**config.mk**
```make
export PLATFORM = sky130hd
export DESIGN_NAME = uart_baud_gen_flat
export DESIGN_NICKNAME = d
export VERILOG_FILES = /design/src/rtl/uart_baud_gen_pkg.sv /design/src/rtl/uart_baud_gen_if.sv /design/src/rtl/uart_frac_div.sv /design/src/rtl/uart_baud_gen.sv /design/src/flat_wrapper.sv
export SDC_FILE = /design/constraint.sdc
export NUM_CORES = 1
export LEC_CHECK = 0
export BUFFER_PORTS_ARGS = -buffer_cell sky130_fd_sc_hd__buf_2
export CELL_PAD_IN_SITES_DETAIL_PLACEMENT = 1
export CELL_PAD_IN_SITES_GLOBAL_PLACEMENT = 1
export CORE_MARGIN = 8
export CORE_UTILIZATION = 40
export DETAILED_ROUTE_END_ITERATION = 8
export GPL_ROUTABILITY_DRIVEN = 0
export PLACE_DENSITY_LB_ADDON = 0.3
export SLEW_MARGIN = 10
export SYNTH_ARGS = -nofsm -noshare
export SYNTH_HDL_FRONTEND = slang
export SYNTH_HIERARCHICAL = 1
export SYNTH_SLANG_ARGS = --single-unit
```
**constraint.sdc**
```tcl
create_clock -name clk -period 4.9 [get_ports clk]
set_clock_uncertainty 0.2 [all_clocks]
set_input_delay 0.98 -clock clk [delete_from_list [all_inputs] [get_ports clk]]
set_output_delay 0.98 -clock clk [all_outputs]
set_load 0.01 [all_outputs]
```
**src/rtl/uart_baud_gen_pkg.sv**
```systemverilog
// Shared widths, limits and configuration payload for the UART baud/oversample tick generator.
package uart_baud_gen_pkg;

    localparam int unsigned OVS_W      = 5;
    localparam int unsigned OVS_MIN    = 4;
    localparam int unsigned OVS_MAX    = 16;
    localparam int unsigned DIV_MIN    = 2;
    localparam int unsigned CFG_DIV_W  = 16;
    localparam int unsigned CFG_FRAC_W = 4;

    typedef struct packed {
        logic [CFG_DIV_W-1:0]  div_int;
        logic [CFG_FRAC_W-1:0] div_frac;
        logic [OVS_W-1:0]      ovs;
    } uart_baud_cfg_t;

    // Reset-default divisor: sys_freq / (baud_rate * sample) in fixed point with CFG_FRAC_W fraction bits.
    function automatic uart_baud_cfg_t default_cfg(input longint unsigned sys_freq,
                                                   input longint unsigned baud_rate,
                                                   input longint unsigned sample);
        longint unsigned q;
        uart_baud_cfg_t  c;
        q          = (sys_freq << CFG_FRAC_W) / (baud_rate * sample);
        c.div_int  = CFG_DIV_W'(q >> CFG_FRAC_W);
        c.div_frac = CFG_FRAC_W'(q);
        c.ovs      = OVS_W'(sample);
        return c;
    endfunction

endpackage

```
**src/rtl/uart_baud_gen_if.sv**
```systemverilog
// Configuration/status and tick bus between the CSR block, the generator and the UART engines.
interface uart_baud_gen_if;
    import uart_baud_gen_pkg::*;

    logic                  en;
    logic                  cfg_we;
    logic [CFG_DIV_W-1:0]  cfg_div_int;
    logic [CFG_FRAC_W-1:0] cfg_div_frac;
    logic [OVS_W-1:0]      cfg_ovs;
    logic                  cfg_pending;
    logic                  cfg_err;
    logic                  sample_tick;
    logic                  baud_tick;
    logic                  mid_tick;

    modport master (
        output en, cfg_we, cfg_div_int, cfg_div_frac, cfg_ovs,
        input  cfg_pending, cfg_err, sample_tick, baud_tick, mid_tick
    );

    modport slave (
        input  en, cfg_we, cfg_div_int, cfg_div_frac, cfg_ovs,
        output cfg_pending, cfg_err, sample_tick, baud_tick, mid_tick
    );

endinterface

```
**src/rtl/uart_frac_div.sv**
```systemverilog
// Fractional clock-enable divider: period alternates between div_int and div_int+1 cycles
// so that the long-run mean is div_int + div_frac/2^FRAC_W.
module uart_frac_div #(
    parameter int unsigned DIV_W  = 16,
    parameter int unsigned FRAC_W = 4
) (
    input  logic              clk,
    input  logic              reset_n,
    input  logic              en_i,
    input  logic              clr_i,
    input  logic [DIV_W-1:0]  div_int_i,
    input  logic [FRAC_W-1:0] div_frac_i,
    output logic              tick_c_o
);

    logic [DIV_W-1:0]  cnt_q, cnt_d;
    logic [FRAC_W-1:0] acc_q, acc_d;
    logic              extra_q, extra_d;
    logic [DIV_W:0]    last_c;
    logic [FRAC_W:0]   sum_c;
    logic              tick_c;

    // Terminal count is P-1 with P = div_int + extra; one spare bit covers div_int at full scale.
    assign last_c   = {1'b0, div_int_i} + (DIV_W+1)'(extra_q) - (DIV_W+1)'(1);
    assign tick_c   = en_i & ({1'b0, cnt_q} == last_c);
    assign sum_c    = {1'b0, acc_q} + {1'b0, div_frac_i};
    assign tick_c_o = tick_c;

    always_comb begin
        cnt_d   = cnt_q;
        acc_d   = acc_q;
        extra_d = extra_q;
        if (!en_i || clr_i) begin
            cnt_d   = '0;
            acc_d   = '0;
            extra_d = 1'b0;
        end else if (tick_c) begin
            cnt_d            = '0;
            {extra_d, acc_d} = sum_c;
        end else begin
            cnt_d = cnt_q + DIV_W'(1);
        end
    end

    always_ff @(posedge clk) begin
        if (!reset_n) begin
            cnt_q   <= '0;
            acc_q   <= '0;
            extra_q <= 1'b0;
        end else begin
            cnt_q   <= cnt_d;
            acc_q   <= acc_d;
            extra_q <= extra_d;
        end
    end

endmodule

```
**src/rtl/uart_baud_gen.sv**
```systemverilog
// Runtime-programmable UART tick generator: shadowed config with clamping, fractional sample
// divider, and oversample counter decoding baud and bit-centre ticks.
module uart_baud_gen
    import uart_baud_gen_pkg::*;
#(
    parameter int unsigned SYS_FREQ  = 10_000_000,
    parameter int unsigned BAUD_RATE = 9600,
    parameter int unsigned SAMPLE    = 16,
    parameter int unsigned DIV_W     = CFG_DIV_W,
    parameter int unsigned FRAC_W    = CFG_FRAC_W
) (
    input  logic          clk,
    input  logic          reset_n,
    uart_baud_gen_if.slave bus
);

    localparam uart_baud_cfg_t CFG_RST = default_cfg(64'(SYS_FREQ), 64'(BAUD_RATE), 64'(SAMPLE));

    uart_baud_cfg_t   act_q, act_d;
    uart_baud_cfg_t   shd_q, shd_d;
    uart_baud_cfg_t   wr_cfg_c;
    logic             pend_q, pend_d;
    logic             err_q, err_d;
    logic [OVS_W-1:0] samp_q, samp_d;
    logic [OVS_W-1:0] samp_last_c, samp_mid_c;
    logic             clamp_c;
    logic             apply_c;
    logic             sample_tick_c;

    uart_frac_div #(
        .DIV_W  (DIV_W),
        .FRAC_W (FRAC_W)
    ) u_frac_div (
        .clk        (clk),
        .reset_n    (reset_n),
        .en_i       (bus.en),
        .clr_i      (apply_c),
        .div_int_i  (act_q.div_int),
        .div_frac_i (act_q.div_frac),
        .tick_c_o   (sample_tick_c)
    );

    // Clamp written values into the legal range and flag any correction.
    always_comb begin
        wr_cfg_c = '{div_int: bus.cfg_div_int, div_frac: bus.cfg_div_frac, ovs: bus.cfg_ovs};
        clamp_c  = 1'b0;
        if (bus.cfg_div_int < CFG_DIV_W'(DIV_MIN)) begin
            wr_cfg_c.div_int = CFG_DIV_W'(DIV_MIN);
            clamp_c          = 1'b1;
        end
        if (bus.cfg_ovs < OVS_W'(OVS_MIN)) begin
            wr_cfg_c.ovs = OVS_W'(OVS_MIN);
            clamp_c      = 1'b1;
        end else if (bus.cfg_ovs > OVS_W'(OVS_MAX)) begin
            wr_cfg_c.ovs = OVS_W'(OVS_MAX);
            clamp_c      = 1'b1;
        end
    end

    // While running, swap config only on a sample boundary; while idle, swap immediately.
    assign apply_c = pend_q & (~bus.en | sample_tick_c);

    assign samp_last_c = act_q.ovs - OVS_W'(1);
    assign samp_mid_c  = (act_q.ovs >> 1) - OVS_W'(1);

    always_comb begin
        act_d  = act_q;
        shd_d  = shd_q;
        pend_d = pend_q;
        err_d  = 1'b0;
        samp_d = samp_q;
        if (apply_c) begin
            act_d  = shd_q;
            pend_d = 1'b0;
        end
        if (bus.cfg_we) begin
            shd_d  = wr_cfg_c;
            pend_d = 1'b1;
            err_d  = clamp_c;
        end
        if (!bus.en || apply_c) begin
            samp_d = '0;
        end else if (sample_tick_c) begin
            samp_d = (samp_q == samp_last_c) ? '0 : samp_q + OVS_W'(1);
        end
    end

    always_ff @(posedge clk) begin
        if (!reset_n) begin
            act_q  <= CFG_RST;
            shd_q  <= CFG_RST;
            pend_q <= 1'b0;
            err_q  <= 1'b0;
            samp_q <= '0;
        end else begin
            act_q  <= act_d;
            shd_q  <= shd_d;
            pend_q <= pend_d;
            err_q  <= err_d;
            samp_q <= samp_d;
        end
    end

    // The apply tick restarts bit phase, so it is never reported as a bit edge or centre.
    assign bus.sample_tick = sample_tick_c;
    assign bus.baud_tick   = sample_tick_c & ~apply_c & (samp_q == samp_last_c);
    assign bus.mid_tick    = sample_tick_c & ~apply_c & (samp_q == samp_mid_c);
    assign bus.cfg_pending = pend_q;
    assign bus.cfg_err     = err_q;

endmodule
```
**src/flat_wrapper.sv**
```systemverilog
// flat-port wrapper written by rule: the top's interface ports become plain ports
module uart_baud_gen_flat import uart_baud_gen_pkg::*;
#(
    parameter int unsigned SYS_FREQ  = 10_000_000,
    parameter int unsigned BAUD_RATE = 9600,
    parameter int unsigned SAMPLE    = 16,
    parameter int unsigned DIV_W     = CFG_DIV_W,
    parameter int unsigned FRAC_W    = CFG_FRAC_W
)
  (clk, reset_n, bus_en, bus_cfg_we, bus_cfg_div_int, bus_cfg_div_frac, bus_cfg_ovs, bus_cfg_pending, bus_cfg_err, bus_sample_tick, bus_baud_tick, bus_mid_tick);
  uart_baud_gen_if bus_i ();
  input  logic clk;
  input  logic reset_n;
  input wire logic [$bits(bus_i.en)-1:0] bus_en;
  input wire logic [$bits(bus_i.cfg_we)-1:0] bus_cfg_we;
  input wire logic [$bits(bus_i.cfg_div_int)-1:0] bus_cfg_div_int;
  input wire logic [$bits(bus_i.cfg_div_frac)-1:0] bus_cfg_div_frac;
  input wire logic [$bits(bus_i.cfg_ovs)-1:0] bus_cfg_ovs;
  output wire logic [$bits(bus_i.cfg_pending)-1:0] bus_cfg_pending;
  output wire logic [$bits(bus_i.cfg_err)-1:0] bus_cfg_err;
  output wire logic [$bits(bus_i.sample_tick)-1:0] bus_sample_tick;
  output wire logic [$bits(bus_i.baud_tick)-1:0] bus_baud_tick;
  output wire logic [$bits(bus_i.mid_tick)-1:0] bus_mid_tick;
  assign bus_i.en = bus_en;
  assign bus_i.cfg_we = bus_cfg_we;
  assign bus_i.cfg_div_int = bus_cfg_div_int;
  assign bus_i.cfg_div_frac = bus_cfg_div_frac;
  assign bus_i.cfg_ovs = bus_cfg_ovs;
  assign bus_cfg_pending = bus_i.cfg_pending;
  assign bus_cfg_err = bus_i.cfg_err;
  assign bus_sample_tick = bus_i.sample_tick;
  assign bus_baud_tick = bus_i.baud_tick;
  assign bus_mid_tick = bus_i.mid_tick;
  uart_baud_gen #(.SYS_FREQ(SYS_FREQ), .BAUD_RATE(BAUD_RATE), .SAMPLE(SAMPLE), .DIV_W(DIV_W), .FRAC_W(FRAC_W)) u_core (.clk(clk), .reset_n(reset_n), .bus(bus_i));
endmodule
```
Word-level counts from Yosys, hierarchy flattened
Cells that the tools add are included.

operators by class
  order comparisons = 3
  multiplexer cells = 9
  add/sub/neg operators = 7
  reductions and logical operators = 6
  bitwise operators = 9
  equality and inequality tests = 3

operator list
  operator                                                     number
  adder 16 x 1 -> 17 bit                                       1
  equality test 16 x 17 -> 1 bit                               1
  subtractor 17 x 1 -> 17 bit, second input constant           1
  adder 16 x 1 -> 16 bit, second input constant                1
  less-than comparator 16 x 2 -> 1 bit, second input constant  1
  two-way mux 16 bit                                           1
  two-way mux 5 bit                                            3
  equality test 5 bit                                          2
  adder 4 x 4 -> 5 bit                                         1
  adder 5 x 1 -> 5 bit, second input constant                  1
  bitwise AND 1 bit                                            5
  greater-than comparator 5 bit, second input constant         1
  less-than comparator 5 x 3 -> 1 bit, second input constant   1
  two-way mux 1 bit                                            5
  subtractor 4 x 1 -> 5 bit, second input constant             1
  subtractor 5 x 1 -> 5 bit, second input constant             1
  inverter 1 bit                                               3
  OR reduction 3 bit                                           1
  AND reduction 2 bit                                          1
  nonzero test 2 bit                                           1
  OR reduction 2 bit                                           1
  zero test 1 bit                                              1
  logical OR 1 bit                                             1
  bitwise OR 1 bit                                             1

word-level totals
  logic and storage cells = 49
  bits of input ports = 29
  output and inout bits = 5
  flip-flop bits (word level) = 78

Logic depth before layout (Yosys ltp)
  depth after elaboration = 9
  mapped depth = 18

Modules after synthesis
Netlist, hierarchy kept.

modules (own cells, without submodules)
  module         times used  cells each  area each (µm²)
  uart_baud_gen  1           278         2467.4
  uart_frac_div  1           201         1647.8

Least setup slack after synthesis
Ideal clock, no wire load.

  path type = reg-to-output
  start = register u_core/act_q[14] (netlist bit)
  end = output port bus_mid_tick
  buffers on the path = 2
  cell stages (with the launch flop) = 11
  arrival time = 3.373 ns
  slack = 0.347 ns
  cells stage by stage = dfxtp_1 > or4_1 > buf_2 > or4_4 > or4_4 > a21oi_1 > and3_1 > o2111a_1 > buf_2 > nand4_1 > a2111oi_0

on the way
  longest elaborated chain between the ends = 9

RTL lines
  item                              RTL line              source
  from (decl)                       uart_baud_gen.sv:19   uart_baud_cfg_t act_q, act_d;
  from (signal assigned)            uart_baud_gen.sv:96   act_q <= act_d;
  adder 16 x 1 -> 17 bit *          uart_frac_div.sv:24   assign last_c = {1'b0, div_int_i} + (DIV_W+1)'(extra_q) - (DIV_W+1)'(1);
  subtractor 17 x 1 -> 17 bit *     uart_frac_div.sv:24
  equality test 16 x 17 -> 1 bit *  uart_frac_div.sv:25   assign tick_c = en_i & ({1'b0, cnt_q} == last_c);
  bitwise AND 1 bit *               uart_frac_div.sv:25
  named net bus_sample_tick         flat_wrapper.sv:21    output wire logic [$bits(bus_i.sample_tick)-1:0] bus_sample_tick;
  bitwise OR 1 bit                  uart_baud_gen.sv:61   assign apply_c = pend_q & (~bus.en | sample_tick_c);
  bitwise AND 1 bit                 uart_baud_gen.sv:61
  inverter 1 bit                    uart_baud_gen.sv:107  assign bus.mid_tick = sample_tick_c & ~apply_c & (samp_q == samp_mid_c);
  bitwise AND 1 bit * (2 in a row)  uart_baud_gen.sv:107
  to (decl)                         flat_wrapper.sv:23    output wire logic [$bits(bus_i.mid_tick)-1:0] bus_mid_tick;

The timed path passes the listed nets; every way through them passes the cells marked *.

Final worst setup path
  start = register u_core/act_q[9] (netlist bit)
  end = output port bus_mid_tick

on the way
  longest elaborated chain between the ends = 9

RTL lines
  item                              RTL line
  adder 16 x 1 -> 17 bit *          uart_frac_div.sv:24
  subtractor 17 x 1 -> 17 bit *     uart_frac_div.sv:24
  equality test 16 x 17 -> 1 bit *  uart_frac_div.sv:25
  bitwise AND 1 bit *               uart_frac_div.sv:25
  bitwise OR 1 bit                  uart_baud_gen.sv:61
  bitwise AND 1 bit                 uart_baud_gen.sv:61
  inverter 1 bit                    uart_baud_gen.sv:107
  bitwise AND 1 bit * (2 in a row)  uart_baud_gen.sv:107

Mark *: on every way between the ends. The rest lies on a longest branch, timed or not.

==> flow_summary.toml <==
[power]
pwr-share-clk_pct = 34.4
p_per_area_nw_per_um2 = 270.5
power_switching_share_pct = 27.14
p_sw_w = 0.0003315
power_frac_comb_pct = 10.8
p_int_w = 0.0008898
power_frac_seq_pct = 54.8
ir_drop_v = 0.0001643
cellLeakagePower_nw = 1.772

[detailed_routing]
routed_via_density = 5.229
wl_per_cell_um = 15.78
wl_mm = 10.07
ant_nets = 0
route.detailed.drc = 0
drt_first_pass_iters = 4
vias = 3336
drtIter0Drc = 97

[flow_run]
maxCapViolCount = 0

[yosys]
synth_xor_area_share_pct = 9.790
synthFlopType = "dfxtp_1"
synth_edf_count = 0
syn_inst = 479
synth_seq_area_share_pct = 37.94
synth.cell_area_um2 = 4115
synthDistinctLibCells = 57
synth_fa_ha_area_share_pct = 3.831
synth_top_area_share_pct = 37.94
synth_top_family_by_area = "simple AND/OR/NAND/NOR gates"
synthMuxAreaShare_pct = 6.324
synth.net_count = 520
synth_compound_area_share_pct = 10.73
synth-seq-cells = 78
ys_warn_count = 6
synth.avg_cell_area_um2 = 8.591
synth_area_leaders = "dfxtp_1, nand2_1, mux2i_1"
synthArstFlopShare_pct = 0
yosys.area.top_type = "dfxtp_1"
synthSimpleGateAreaFrac_pct = 26.66

[timing]
finalHoldViolCount = 0
finalSetupViolCount = 0
fmax_mhz = 211.6
grt_setup_unrepaired = "no"
drv_slew = 0
worst_pin_slew_ps = 824.2
setup_tns_ps = 0
max_slew_margin_pct = 45.05
period_share_pct = 96.43
finalCriticalPeriod_ps = 4725
setup_ws_ps = 174.9

[global_route]
grt_max_degree = 55
grt-ovfl-total = 0
grt_pass1_vias = 3492
grt_util_all_layers_pct = 14.83
antenna_found_initial = 0
grt_pass1_wl_mm = 17.14

[cells_and_area]
final_cell_mix = "dfxtp_1, nand2_1, buf_2, mux2i_1, a21boi_0"
layout_commonest_cell = "dfxtp_1"
num-nets-final = 539
drive_above_1_share_pct = 12.95
syn_to_final_growth_pct = 9.729
insertedDiodeCount = 0

[setup_path]
critical_path_class = "register to output port"
crit_arrival_ps = 3550
crit_slowest_cell = "or4_4"
start_kind = "register"
crit_chain = "inv_1 -> ha_1 -> or4b_4 -> or4_4 -> or4_4 -> a21oi_1 -> and3_1 -> o2111a_2 -> nand4_1 -> a2111oi_1 -> buf_2"
slowest_delay_ps = 560
cp-end-kind = "output port"
critPathMostFrequentCell = "or4_4"
path_delay_family = "simple AND/OR/NAND/NOR gates"
critical_path_buf_inv_count = 2
cp_max_fo = 3
cp.required_ps = 3720

[floorplanning]
fp.dieH_um = 117.4
ios = 34
die_area_um2 = 13790
rows = 37
coreArea_um2 = 10140
initial_core_util_pct = 40.59
die_w_um = 117.4

[placement]
dp_hpwl_mm = 7.271
place.port_buffers = 33
pre_cts_ws_ps = 490.7

[clock_tree]
cts_inserted_buffers = 9
htree_levels = 3
clock_latency_ps = 360
cts_tree = "built"
clock-sinks = 78
cts.path.max_buffers = 2
cts-root-buf = "clkbuf_8"
path_clk_slew_ps = 80

[worst_hold_path]
holdCritPathClass = "register to register"

[status]
status = "completed"
-- worst min-delay path, stage by stage, from the launching register on --
cell	delay, ps
dfxtp_1	320
nand2_1	50
a21boi_0	60
-- routing by layer --
layer | share of wire, % | wire, um | GRT usage (%) | vias up
met3 | 2.5 | 248 | 3.165 | 16
met5 | 0 | 0 | 0 | -
li1 | - | - | - | 1686
met2 | 45 | 4577 | 23.33 | 48
met4 | 1.9 | 189 | 6.083 | 0
met1 | 50 | 5053 | 19.25 | 1586
-- power by group through the flow --
stage / Combinational [W] / Sequential [W] / Clock (W)
5_1_grt: 0.000147 / 0.000672 / 0.000462
3_5_place_dp: 0.000131 / 0.000684 / 0
2_1_floorplan: 0.0000947 / 0.000679 / 0
3_3_place_gp: 0.000126 / 0.000683 / 0
6_report: 0.000131 / 0.000669 / 0.000421
4_1_cts: 0.000132 / 0.000669 / 0.000438
-- repair_timing --
item,CTS,global route
hold buffers,0,0
gates resized for setup,0,5
endpoints found under the hold margin,0,0
buffers inserted,0,0
endpoints found under the setup margin,0,2
-- path summary, 6_finish.rpt --
check                                           end                          from  depth (start not counted)  slack [ps]
min reg2reg            u_core/act_q[6]$_SDFFE_PN0P_  u_core/shd_q[6]$_SDFFE_PN0P_                          2         270
min                    u_core/act_q[6]$_SDFFE_PN0P_  u_core/shd_q[6]$_SDFFE_PN0P_                          2         270
max reg2reg  u_core/u_frac_div/extra_q$_SDFFE_PP0P_  u_core/act_q[9]$_SDFFE_PN1P_                         15         730
max                                    bus_mid_tick  u_core/act_q[9]$_SDFFE_PN1P_                         11         170
-- flip-flops by register name (all words and copies together) (netlist names) --
register and count:
u_core/u_frac_div/cnt_q 16, u_core/bus.cfg_err 1, u_core/bus.cfg_pending 1, u_core/u_frac_div/extra_q 1, u_core/u_frac_div/acc_q 4, u_core/act_q 25, u_core/samp_q 5, u_core/shd_q 25
-- logic make-up after synthesis --
| family | after synthesis |
|---|---|
| AOI/OAI and AO/OA | 60 |
| buffers and inverters | 44 |
| muxes | 26 |
| adders and majority gates | 12 |
| DFF | 78 |
| and+or+nand+nor | 213 |
| xor gates and xnor gates | 46 |
-- Yosys cell counts, drive strengths merged, types with 3 or more instances --
cell	count
xor2	23
a21boi	24
a22oi	3
inv	14
o21ai	6
ha	11
nand2	76
and2	3
buf	11
and3	6
nand3	18
nor3b	4
a21o	3
a21oi	6
dfxtp	78
nand2b	6
nand4	10
clkbuf	18
nor2	19
or4	7
nor3	21
a31oi	3
nor4	7
mux2i	26
nor2b	21
xnor2	23
-- per-stage QoR --
| step | utilization (%) | cells | area, um^2 | hold slack [ps] | power, W |
|---|---|---|---|---|---|
| 4_1_cts | 44.38 | 638 | 4499 | 271.8 | 0.001239 |
| 3_3_place_gp | 42.84 | 623 | 4343 | 248.9 | 0.0008085 |
| 5_1_grt | 44.54 | 638 | 4516 | 294.4 | 0.001281 |
| 3_5_place_dp | 42.84 | 623 | 4343 | 264.1 | 0.0008144 |
| 2_1_floorplan | - | 479 | 4115 | 234.7 | 0.0007734 |
| 6_report | 44.54 | 638 | 4516 | 268.6 | 0.001221 |
-- layout make-up --
| class | count | area, um^2 |
|---|---|---|
| clock buffer | 11 | 131.4 |
| clock inverter | 4 | 25.02 |
| fill | 1204 | 5623 |
| inverter | 15 | 56.30 |
| multi-input combinational | 357 | 2376 |
| sequential | 78 | 1562 |
| tap | 136 | 170.2 |
| timing repair buffer | 37 | 195.2 |
(Power assumes the default switching activity.)
